**src/rtl/start_debounce_trigger_if.sv**
```systemverilog
// Interface between the push-button front end and the counting FSM.
// master: the trigger block. slave: the environment that drives the button and busy.
interface start_debounce_trigger_if;
    localparam int unsigned STAT_W = 8;

    logic              btn_in;
    logic              busy_in;
    logic              start_req;
    logic              btn_level;
    logic [STAT_W-1:0] press_cnt;
    logic [STAT_W-1:0] drop_cnt;
    logic              timeout_p;

    modport master (
        input  btn_in,
        input  busy_in,
        output start_req,
        output btn_level,
        output press_cnt,
        output drop_cnt,
        output timeout_p
    );

    modport slave (
        output btn_in,
        output busy_in,
        input  start_req,
        input  btn_level,
        input  press_cnt,
        input  drop_cnt,
        input  timeout_p
    );
endinterface

```
**src/rtl/start_debounce_trigger.sv**
```systemverilog
// Synchronises and debounces a push-button, turns each clean press into a held start request.
// Optional request timeout is enabled by defining START_REQ_TIMEOUT_EN.
module start_debounce_trigger #(
    parameter logic [23:0] DEBOUNCE_CYCLES = 24'd10_000_000,
    parameter logic [7:0]  REQ_TIMEOUT     = 8'd16
) (
    input  logic                      clk,
    input  logic                      rst_n,
    start_debounce_trigger_if.master  bus
);
    localparam int unsigned CNT_W  = 24;
    localparam int unsigned STAT_W = 8;
    localparam logic [CNT_W-1:0]  DB_LAST  = DEBOUNCE_CYCLES - CNT_W'(1);
    localparam logic [STAT_W-1:0] STAT_MAX = '1;

    typedef enum logic [1:0] {
        IDLE      = 2'd0,
        REQ       = 2'd1,
        WAIT_DONE = 2'd2
    } state_t;

    logic              sync_q1;
    logic              btn_s;
    logic              stable;
    logic              stable_q;
    logic              press_q;
    logic [CNT_W-1:0]  db_cnt;
    state_t            state;
    logic              start_req_q;
    logic [STAT_W-1:0] press_cnt_q;
    logic [STAT_W-1:0] drop_cnt_q;

    // Two-flop synchroniser for the asynchronous button.
    always_ff @(posedge clk) begin
        if (!rst_n) begin
            sync_q1 <= 1'b0;
            btn_s   <= 1'b0;
        end else begin
            sync_q1 <= bus.btn_in;
            btn_s   <= sync_q1;
        end
    end

    // Stable level flips only after DEBOUNCE_CYCLES consecutive differing samples.
    always_ff @(posedge clk) begin
        if (!rst_n) begin
            stable <= 1'b0;
            db_cnt <= '0;
        end else if (btn_s == stable) begin
            db_cnt <= '0;
        end else if (db_cnt == DB_LAST) begin
            stable <= btn_s;
            db_cnt <= '0;
        end else begin
            db_cnt <= db_cnt + CNT_W'(1);
        end
    end

    // Registered level copy doubles as the rising-edge reference.
    always_ff @(posedge clk) begin
        if (!rst_n) begin
            stable_q <= 1'b0;
            press_q  <= 1'b0;
        end else begin
            stable_q <= stable;
            press_q  <= stable & ~stable_q;
        end
    end

`ifdef START_REQ_TIMEOUT_EN
    localparam logic [STAT_W-1:0] TO_LAST = REQ_TIMEOUT - STAT_W'(1);

    logic [STAT_W-1:0] req_timer;
    logic              timeout_q;
`else
    logic unused_timeout_cfg;
    assign unused_timeout_cfg = ^REQ_TIMEOUT;
`endif

    // Request handshake: IDLE -> REQ on press, REQ -> WAIT_DONE on busy, back on !busy.
    always_ff @(posedge clk) begin
        if (!rst_n) begin
            state       <= IDLE;
            start_req_q <= 1'b0;
            press_cnt_q <= '0;
            drop_cnt_q  <= '0;
`ifdef START_REQ_TIMEOUT_EN
            req_timer   <= '0;
            timeout_q   <= 1'b0;
`endif
        end else begin
`ifdef START_REQ_TIMEOUT_EN
            timeout_q <= 1'b0;
`endif
            case (state)
                IDLE: begin
                    if (press_q) begin
                        state       <= REQ;
                        start_req_q <= 1'b1;
                        press_cnt_q <= press_cnt_q + STAT_W'(1);
`ifdef START_REQ_TIMEOUT_EN
                        req_timer   <= '0;
`endif
                    end
                end
                REQ: begin
                    if (bus.busy_in) begin
                        state       <= WAIT_DONE;
                        start_req_q <= 1'b0;
                    end
`ifdef START_REQ_TIMEOUT_EN
                    else if (req_timer == TO_LAST) begin
                        state       <= IDLE;
                        start_req_q <= 1'b0;
                        timeout_q   <= 1'b1;
                    end else begin
                        req_timer <= req_timer + STAT_W'(1);
                    end
`endif
                end
                WAIT_DONE: begin
                    if (!bus.busy_in) begin
                        state <= IDLE;
                    end
                end
                default: begin
                    state       <= IDLE;
                    start_req_q <= 1'b0;
                end
            endcase

            // Presses outside IDLE are not queued, only counted.
            if (press_q && (state != IDLE) && (drop_cnt_q != STAT_MAX)) begin
                drop_cnt_q <= drop_cnt_q + STAT_W'(1);
            end
        end
    end

    assign bus.start_req = start_req_q;
    assign bus.btn_level = stable_q;
    assign bus.press_cnt = press_cnt_q;
    assign bus.drop_cnt  = drop_cnt_q;
`ifdef START_REQ_TIMEOUT_EN
    assign bus.timeout_p = timeout_q;
`else
    assign bus.timeout_p = 1'b0;
`endif

endmodule

```
**src/flat_wrapper.sv**
```systemverilog
// flat-port wrapper written by rule: the top's interface ports become plain ports
module start_debounce_trigger_flat 
#(
    parameter logic [23:0] DEBOUNCE_CYCLES = 24'd10_000_000,
    parameter logic [7:0]  REQ_TIMEOUT     = 8'd16
)
  (clk, rst_n, bus_btn_in, bus_busy_in, bus_start_req, bus_btn_level, bus_press_cnt, bus_drop_cnt, bus_timeout_p);
  start_debounce_trigger_if bus_i ();
  input  logic clk;
  input  logic rst_n;
  input wire logic [$bits(bus_i.btn_in)-1:0] bus_btn_in;
  input wire logic [$bits(bus_i.busy_in)-1:0] bus_busy_in;
  output wire logic [$bits(bus_i.start_req)-1:0] bus_start_req;
  output wire logic [$bits(bus_i.btn_level)-1:0] bus_btn_level;
  output wire logic [$bits(bus_i.press_cnt)-1:0] bus_press_cnt;
  output wire logic [$bits(bus_i.drop_cnt)-1:0] bus_drop_cnt;
  output wire logic [$bits(bus_i.timeout_p)-1:0] bus_timeout_p;
  assign bus_i.btn_in = bus_btn_in;
  assign bus_i.busy_in = bus_busy_in;
  assign bus_start_req = bus_i.start_req;
  assign bus_btn_level = bus_i.btn_level;
  assign bus_press_cnt = bus_i.press_cnt;
  assign bus_drop_cnt = bus_i.drop_cnt;
  assign bus_timeout_p = bus_i.timeout_p;
  start_debounce_trigger #(.DEBOUNCE_CYCLES(DEBOUNCE_CYCLES), .REQ_TIMEOUT(REQ_TIMEOUT)) u_core (.clk(clk), .rst_n(rst_n), .bus(bus_i));
endmodule
```
**config.mk**
```make
export PLATFORM = sky130hd
export DESIGN_NAME = start_debounce_trigger_flat
export DESIGN_NICKNAME = d
export VERILOG_FILES = /design/src/rtl/start_debounce_trigger_if.sv /design/src/rtl/start_debounce_trigger.sv /design/src/flat_wrapper.sv
export SDC_FILE = /design/constraint.sdc
export NUM_CORES = 1
export LEC_CHECK = 0
export ABC_AREA = 1
export CAP_MARGIN = 20
export CORE_MARGIN = 1.5
export CORE_UTILIZATION = 40
export CTS_BUF_LIST = sky130_fd_sc_hd__clkbuf_2
export DETAILED_ROUTE_END_ITERATION = 10
export GPL_TIMING_DRIVEN = 0
export PLACE_DENSITY_LB_ADDON = 0.15
export SKIP_CTS_REPAIR_TIMING = 1
export SYNTH_ARGS = -nofsm -noshare
export SYNTH_HDL_FRONTEND = slang
export SYNTH_SLANG_ARGS = --single-unit
export TNS_END_PERCENT = 5
```
**constraint.sdc**
```tcl
create_clock -name clk -period 2.5 [get_ports clk]
set_input_delay 0.625 -clock clk [delete_from_list [all_inputs] [get_ports clk]]
set_output_delay 0.625 -clock clk [all_outputs]
set_load 0.02 [all_outputs]
```
==> results of run 1 <==
## cells in the mapped netlist
| cell type | n | area share [%] |
|---|---|---|
| o21a_1 | 1 | 0.31 |
| nor2_4 | 5 | 2.4 |
| clkbuf_1 | 1 | 0.16 |
| nand2_1 | 88 | 14 |
| conb_1 | 1 | 0.16 |
| nand3b_1 | 2 | 0.63 |
| nand3_2 | 2 | 0.84 |
| nand2_2 | 7 | 1.8 |
| xnor2_1 | 5 | 1.8 |
| a31oi_1 | 1 | 0.26 |
| or3b_2 | 1 | 0.37 |
| inv_1 | 34 | 5.4 |
| buf_6 | 2 | 0.94 |
| inv_2 | 1 | 0.16 |
| clkinv_1 | 1 | 0.16 |
| nor3_1 | 4 | 0.84 |
| nor3_2 | 1 | 0.42 |
| o21bai_1 | 1 | 0.31 |
| dfxtp_1 | 48 | 40 |
| o21ai_0 | 7 | 1.5 |
| ha_1 | 3 | 1.6 |
| nand3_1 | 21 | 4.4 |
| buf_4 | 1 | 0.31 |
| nor2_1 | 68 | 11 |
| o21ai_1 | 1 | 0.21 |
| nor2_2 | 4 | 1.0 |
| a21oi_1 | 17 | 3.6 |
| or2_0 | 3 | 0.79 |
| nor3b_1 | 1 | 0.31 |
| xor2_1 | 8 | 2.9 |
| or2_2 | 1 | 0.26 |
| nand4_1 | 5 | 1.3 |
## through the flow
stage / setup WS (ns) / std cells / total power [mW]
4_1_cts: 0.280 / 447 / 1.36
6_report: 0.327 / 447 / 1.33
3_5_place_dp: 0.429 / 439 / 0.811
2_1_floorplan: 1.03 / 346 / 0.799
5_1_grt: 0.226 / 447 / 1.39
3_3_place_gp: 0.446 / 439 / 0.811
## cells by family (layout without fill, tap and decap cells)
group / Yosys count / in the layout / share of synthesized area, %
compound gates: 28 / 28 / 6.14
xor+xnor: 13 / 13 / 4.77
fa+ha+maj: 3 / 3 / 1.57
buf+inv: 40 / 69 / 7.08
flops: 48 / 48 / 40.3
other cells: 1 / 1 / 0.157
simple gates: 213 / 213 / 40.0
## power by group
part           total, mW  leakage, nW  switching [mW]  internal (mW)
Clock              0.536       0.0536           0.263          0.273
Sequential         0.771        0.387         0.00115          0.770
Combinational     0.0253        0.492          0.0154        0.00992
Total               1.33        0.933           0.279           1.05
## path summary, 6_finish.rpt
| kind | from | slack, ns | cells after the start | endpoint |
|---|---|---|---|---|
| setup / recovery | u_core.bus.drop_cnt[2]$_SDFFE_PN0P_ | 0.33 | 1 | bus_drop_cnt[2] |
| hold / removal | u_core.bus.btn_level$_SDFF_PN0_ | 0.44 | 1 | u_core.press_q$_SDFF_PN0_ |
| setup reg to reg | u_core.db_cnt[0]$_SDFF_PP0_ | 0.94 | 7 | u_core.db_cnt[11]$_SDFF_PP0_ |
| hold reg to reg | u_core.bus.btn_level$_SDFF_PN0_ | 0.44 | 1 | u_core.press_q$_SDFF_PN0_ |
## flip-flops by register name, summed over array words and instances (netlist names)
register              count
u_core.press_q            1
u_core.stable             1
u_core.state              2
u_core.sync_q1            1
u_core.bus.press_cnt      8
u_core.btn_s              1
u_core.bus.drop_cnt       8
u_core.bus.btn_level      1
u_core.bus.start_req      1
u_core.db_cnt            24
## routing by layer
metal	share of wire (%)	GRT usage [%]	vias to the layer above
li1	-	-	1137
met1	51	20.4	914
met2	44	27.9	30
met3	2.9	3.07	9
met4	1.7	5.86	0
met5	0	0	-
## cells in the final DEF, fill, tap and decap left out, types with 2 or more instances in the layout
master | Yosys | routed
nand2_2 | 7 | 7
nand3_2 | 2 | 2
nor3_1 | 4 | 4
dfxtp_1 | 48 | 48
clkdlybuf4s50_1 | 0 | 21
nand3b_1 | 2 | 2
nor2_1 | 68 | 68
buf_6 | 2 | 2
ha_1 | 3 | 3
xnor2_1 | 5 | 5
a21oi_1 | 17 | 17
nand4_1 | 5 | 5
nor2_4 | 5 | 5
inv_1 | 34 | 34
or2_0 | 3 | 3
clkbuf_2 | 0 | 5
xor2_1 | 8 | 8
o21ai_0 | 7 | 7
nor2_2 | 4 | 4
nand2_1 | 88 | 88
nand3_1 | 21 | 21
bufinv_16 | 0 | 2
## final cells by class
class | count | area [um^2] | area share [%]
Multi-Input combinational cell | 258 | 1250 | 45.2
Clock buffer | 5 | 25.0 | 0.900
Buffer | 4 | 33.8 | 1.22
Tap cell | 72 | 90.1 | 3.24
Clock inverter | 3 | 68.8 | 2.48
Sequential cell | 48 | 961 | 34.6
Inverter | 36 | 135 | 4.86
Timing Repair Buffer | 21 | 210 | 7.56
==> flow_summary.json, run 1 <==
{
  "start_util_pct": 42.3,
  "clk_path_buf_depth": 2,
  "utilization_pct": 49.3,
  "cp.arrival_ns": 1.55,
  "area_growth_pct": 16.5,
  "max_clock_freq_mhz": 460,
  "cp_slowest_stage_delay_ns": 0.64,
  "place.port_buffers": 21,
  "place.gp.congestion": 0.868,
  "clk_pin_slew_worst_paths_ns": 0.27,
  "status": "finished clean",
  "min_path_type": "flop to flop",
  "dpl-instance-area_um2": 2690,
  "cts_max_level": 2,
  "fin_skew_ns": 0.0219,
  "cts_tree": "built",
  "cts.sinks": 48,
  "die_y_um": 80.2,
  "holdWs_ns": 0.438,
  "wl_per_cell_um": 10.6,
  "power_density_nw_per_um2": 479,
  "critPathCaptureType": "output pin",
  "report.final.slew_viol_count": 0,
  "drtAntennaViolNets": 0,
  "drive_gt1_share_pct": 8.80,
  "io_pins": 23,
  "syn_area_per_cell_um2": 6.89,
  "grt_pass1_vias": 1882,
  "die_x_um": 80.2,
  "tns_ns": 0,
  "grt_overflow": 0,
  "final-setup-viol-count": 0,
  "cap_violations": 0,
  "antenna_found_initial": 0,
  "synth_seq_cells": 48,
  "crit_type": "flop to output pin",
  "fin_crit_sh_pct": 86.9,
  "grt_max_degree": 17,
  "nFillCells": 589,
  "finalCriticalPeriod_ns": 2.17,
  "cp_cell_sequence": "clkdlybuf4s50_1",
  "die_area_um2": 6430,
  "final_area_um2": 2780,
  "rsz0062_at_grt": "false",
  "clock-root-buffer": "clkbuf_2",
  "drt_iter0_drc": 64,
  "peakVddDrop_mv": 0.325,
  "n_antenna_cell": 0,
  "yosys_warnings": 0,
  "core-area_um2": 5640,
  "syn-instance-count": 346,
  "netlist_area_um2": 2380,
  "vias_per_cell": 4.68,
  "post-route-drc-count": 0,
  "critical-path-top-delay-family": "buffers and inverters",
  "crit_fanout": 5,
  "rows": 27,
  "clock_latency_ns": 0.43,
  "drt-pass1-iter-count": 4,
  "ys_types": 32,
  "crit_slowest_cell": "clkdlybuf4s50_1",
  "nets": 381,
  "synth_nets": 353,
  "yosysSeqAreaShare_pct": 40.3,
  "wirelength_um": 4750,
  "dp.final_hpwl_um": 3570,
  "grt_pass1_wl_um": 8260,
  "p_leak_nw": 0.933,
  "hold_viol": 0,
  "vias": 2090,
  "start_kind": "flop",
  "numCtsBuffers": 5,
  "path_buf_inv": 1,
  "grtUsageTotal_pct": 16.4,
  "crit_required_ns": 1.88
}
(Power assumes the default switching activity.)
==> inputs of run 2 (changes only) <==
--- a/config.mk
+++ b/config.mk
@@ -7,6 +7,7 @@
 export LEC_CHECK = 0
 export ABC_AREA = 1
 export CAP_MARGIN = 20
+export CORE_ASPECT_RATIO = 0.6
 export CORE_MARGIN = 1.5
 export CORE_UTILIZATION = 40
 export CTS_BUF_LIST = sky130_fd_sc_hd__clkbuf_2
@@ -17,4 +18,3 @@
 export SYNTH_ARGS = -nofsm -noshare
 export SYNTH_HDL_FRONTEND = slang
 export SYNTH_SLANG_ARGS = --single-unit
-export TNS_END_PERCENT = 5
==> flow_summary.json, run 2 (synthesis gave the netlist of run 1 again) <==
{
  "grt_max_degree": 17,
  "wl_per_cell_um": 11.0,
  "clk_path_buf_depth": 2,
  "antenna_found_initial": 0,
  "die_area_um2": 6450,
  "grt_pass1_vias": 1787,
  "fin_ws_ns": 0.335,
  "hp-start": "u_core.sync_q1$_SDFF_PN0_",
  "n_antenna_cell": 0,
  "vias_per_cell": 4.67,
  "crit_slowest_cell": "clkdlybuf4s50_1",
  "path_buf_inv": 1,
  "io_pins": 23,
  "met2WireLength_um": 1770,
  "cp_num_cells": 1,
  "multi_input_area_um2": 1250,
  "die_x_um": 103,
  "vias": 2125,
  "regMostFlops": "u_core.db_cnt",
  "wirelength_um": 5020,
  "start_util_pct": 42.2,
  "min_path_type": "flop to flop",
  "power_density_nw_per_um2": 447,
  "drive_gt1_share_pct": 8.80,
  "dp.final_hpwl_um": 3850,
  "area_growth_pct": 16.0,
  "die_y_um": 62.8,
  "layout_common_cells": "88 x nand2_1, 68 x nor2_1, 48 x dfxtp_1",
  "finalNonFillerCells": 455,
  "numCtsBuffers": 5,
  "cp_slowest_stage_delay_ns": 0.64,
  "critPathCaptureType": "output pin",
  "crit_type": "flop to output pin",
  "reg2reg_slack_ns": 0.88,
  "hold_viol": 0,
  "nFillCells": 590,
  "cp.arrival_ns": 1.54,
  "clock_latency_ns": 0.42,
  "fin_crit_sh_pct": 86.6,
  "status": "finished clean",
  "grt_overflow": 0,
  "place.port_buffers": 21,
  "max_clock_freq_mhz": 462,
  "rr_startpoint": "u_core.db_cnt[0]$_SDFF_PP0_",
  "drtAntennaViolNets": 0,
  "p_leak_nw": 0.919,
  "layout_commonest_cell": "nand2_1",
  "critical-path-top-delay-family": "buffers and inverters",
  "post-place-ws_ns": 0.420,
  "report.final.slew_viol_count": 0,
  "clk_pin_slew_worst_paths_ns": 0.28,
  "rows": 21,
  "grtUsageTotal_pct": 16.7,
  "start_kind": "flop",
  "wl_met1_um": 2890,
  "place.gp.congestion": 0.824,
  "nets": 381,
  "top_layer": "met4",
  "crit_required_ns": 1.88,
  "min_path_cells": 2,
  "cts.sinks": 48,
  "final-setup-viol-count": 0,
  "clock-root-buffer": "clkbuf_2",
  "fin_skew_ns": 0.0345,
  "critPathCapture": "bus_press_cnt[4]",
  "dp_cells": 447,
  "cap_violations": 0,
  "finalCriticalPeriod_ns": 2.17,
  "core-area_um2": 5650,
  "wl_met3_um": 348,
  "startpoint": "u_core.bus.press_cnt[4]$_SDFFE_PN0P_",
  "reg2regPathDepth": 7,
  "drt_iter0_drc": 103,
  "cts_tree": "built",
  "peakVddDrop_mv": 0.240,
  "worstReg2RegEnd": "u_core.db_cnt[16]$_SDFF_PP0_",
  "largest_reg_flops": 24,
  "ff_latch_area_um2": 961,
  "worstMarginPinSlew_ns": 0.520,
  "cts_max_level": 2,
  "tns_ns": 0,
  "post-route-drc-count": 0,
  "grt_pass1_wl_um": 8420,
  "cp_cell_sequence": "clkdlybuf4s50_1",
  "maxSlewHeadroom_pct": 65.3,
  "drt-pass1-iter-count": 5,
  "rsz0062_at_grt": "false",
  "crit_fanout": 5
}
[run 2: changes by cell type in the layout (fill, tap and decap cells not counted)]
cell	before	now
bufinv_16	2	1
clkinvlp_4	0	1
[run 2: cell type report]
type | count | area share (%)
inverter | 36 | 4.88
timing repair buffer | 21 | 7.60
sequential | 48 | 34.7
tap | 80 | 3.62
multi-input combinational | 258 | 45.4
clock inverter | 3 | 1.67
clock buffer | 5 | 0.905
buffer | 4 | 1.22
[run 2: where the power goes]
group	switching, mW	internal, mW
combinational	0.0159	0.00991
sequential	0.00118	0.770
clock	0.266	0.173
[run 2: layer usage]
layer,track usage (%),up-vias
li1,-,1140
met5,0,-
met1,28.3,931
met3,3.69,2
met2,20.7,52
met4,3.08,0
[run 2: per-stage QoR]
| step | utilization, % | cell area, um^2 | power [mW] | hold slack (ns) |
|---|---|---|---|---|
| after floorplan | - | 2380 | 0.799 | 0.390 |
| after global routing | 49.0 | 2770 | 1.29 | 0.422 |
| final | 49.0 | 2770 | 1.24 | 0.395 |
| after detailed placement | 47.7 | 2700 | 0.811 | 0.406 |
| after CTS | 49.0 | 2770 | 1.25 | 0.406 |
| after global placement | 47.7 | 2700 | 0.811 | 0.397 |
[run 2: worst min path at each step]
stage / endpoint / slack, ns
3_5_place_dp: u_core.press_q$_SDFF_PN0_ / 0.41
2_1_floorplan: u_core.btn_s$_SDFF_PN0_ / 0.39
3_3_place_gp: u_core.btn_s$_SDFF_PN0_ / 0.40
5_1_grt: u_core.btn_s$_SDFF_PN0_ / 0.42
4_1_cts: u_core.btn_s$_SDFF_PN0_ / 0.41
6_report: u_core.btn_s$_SDFF_PN0_ / 0.40
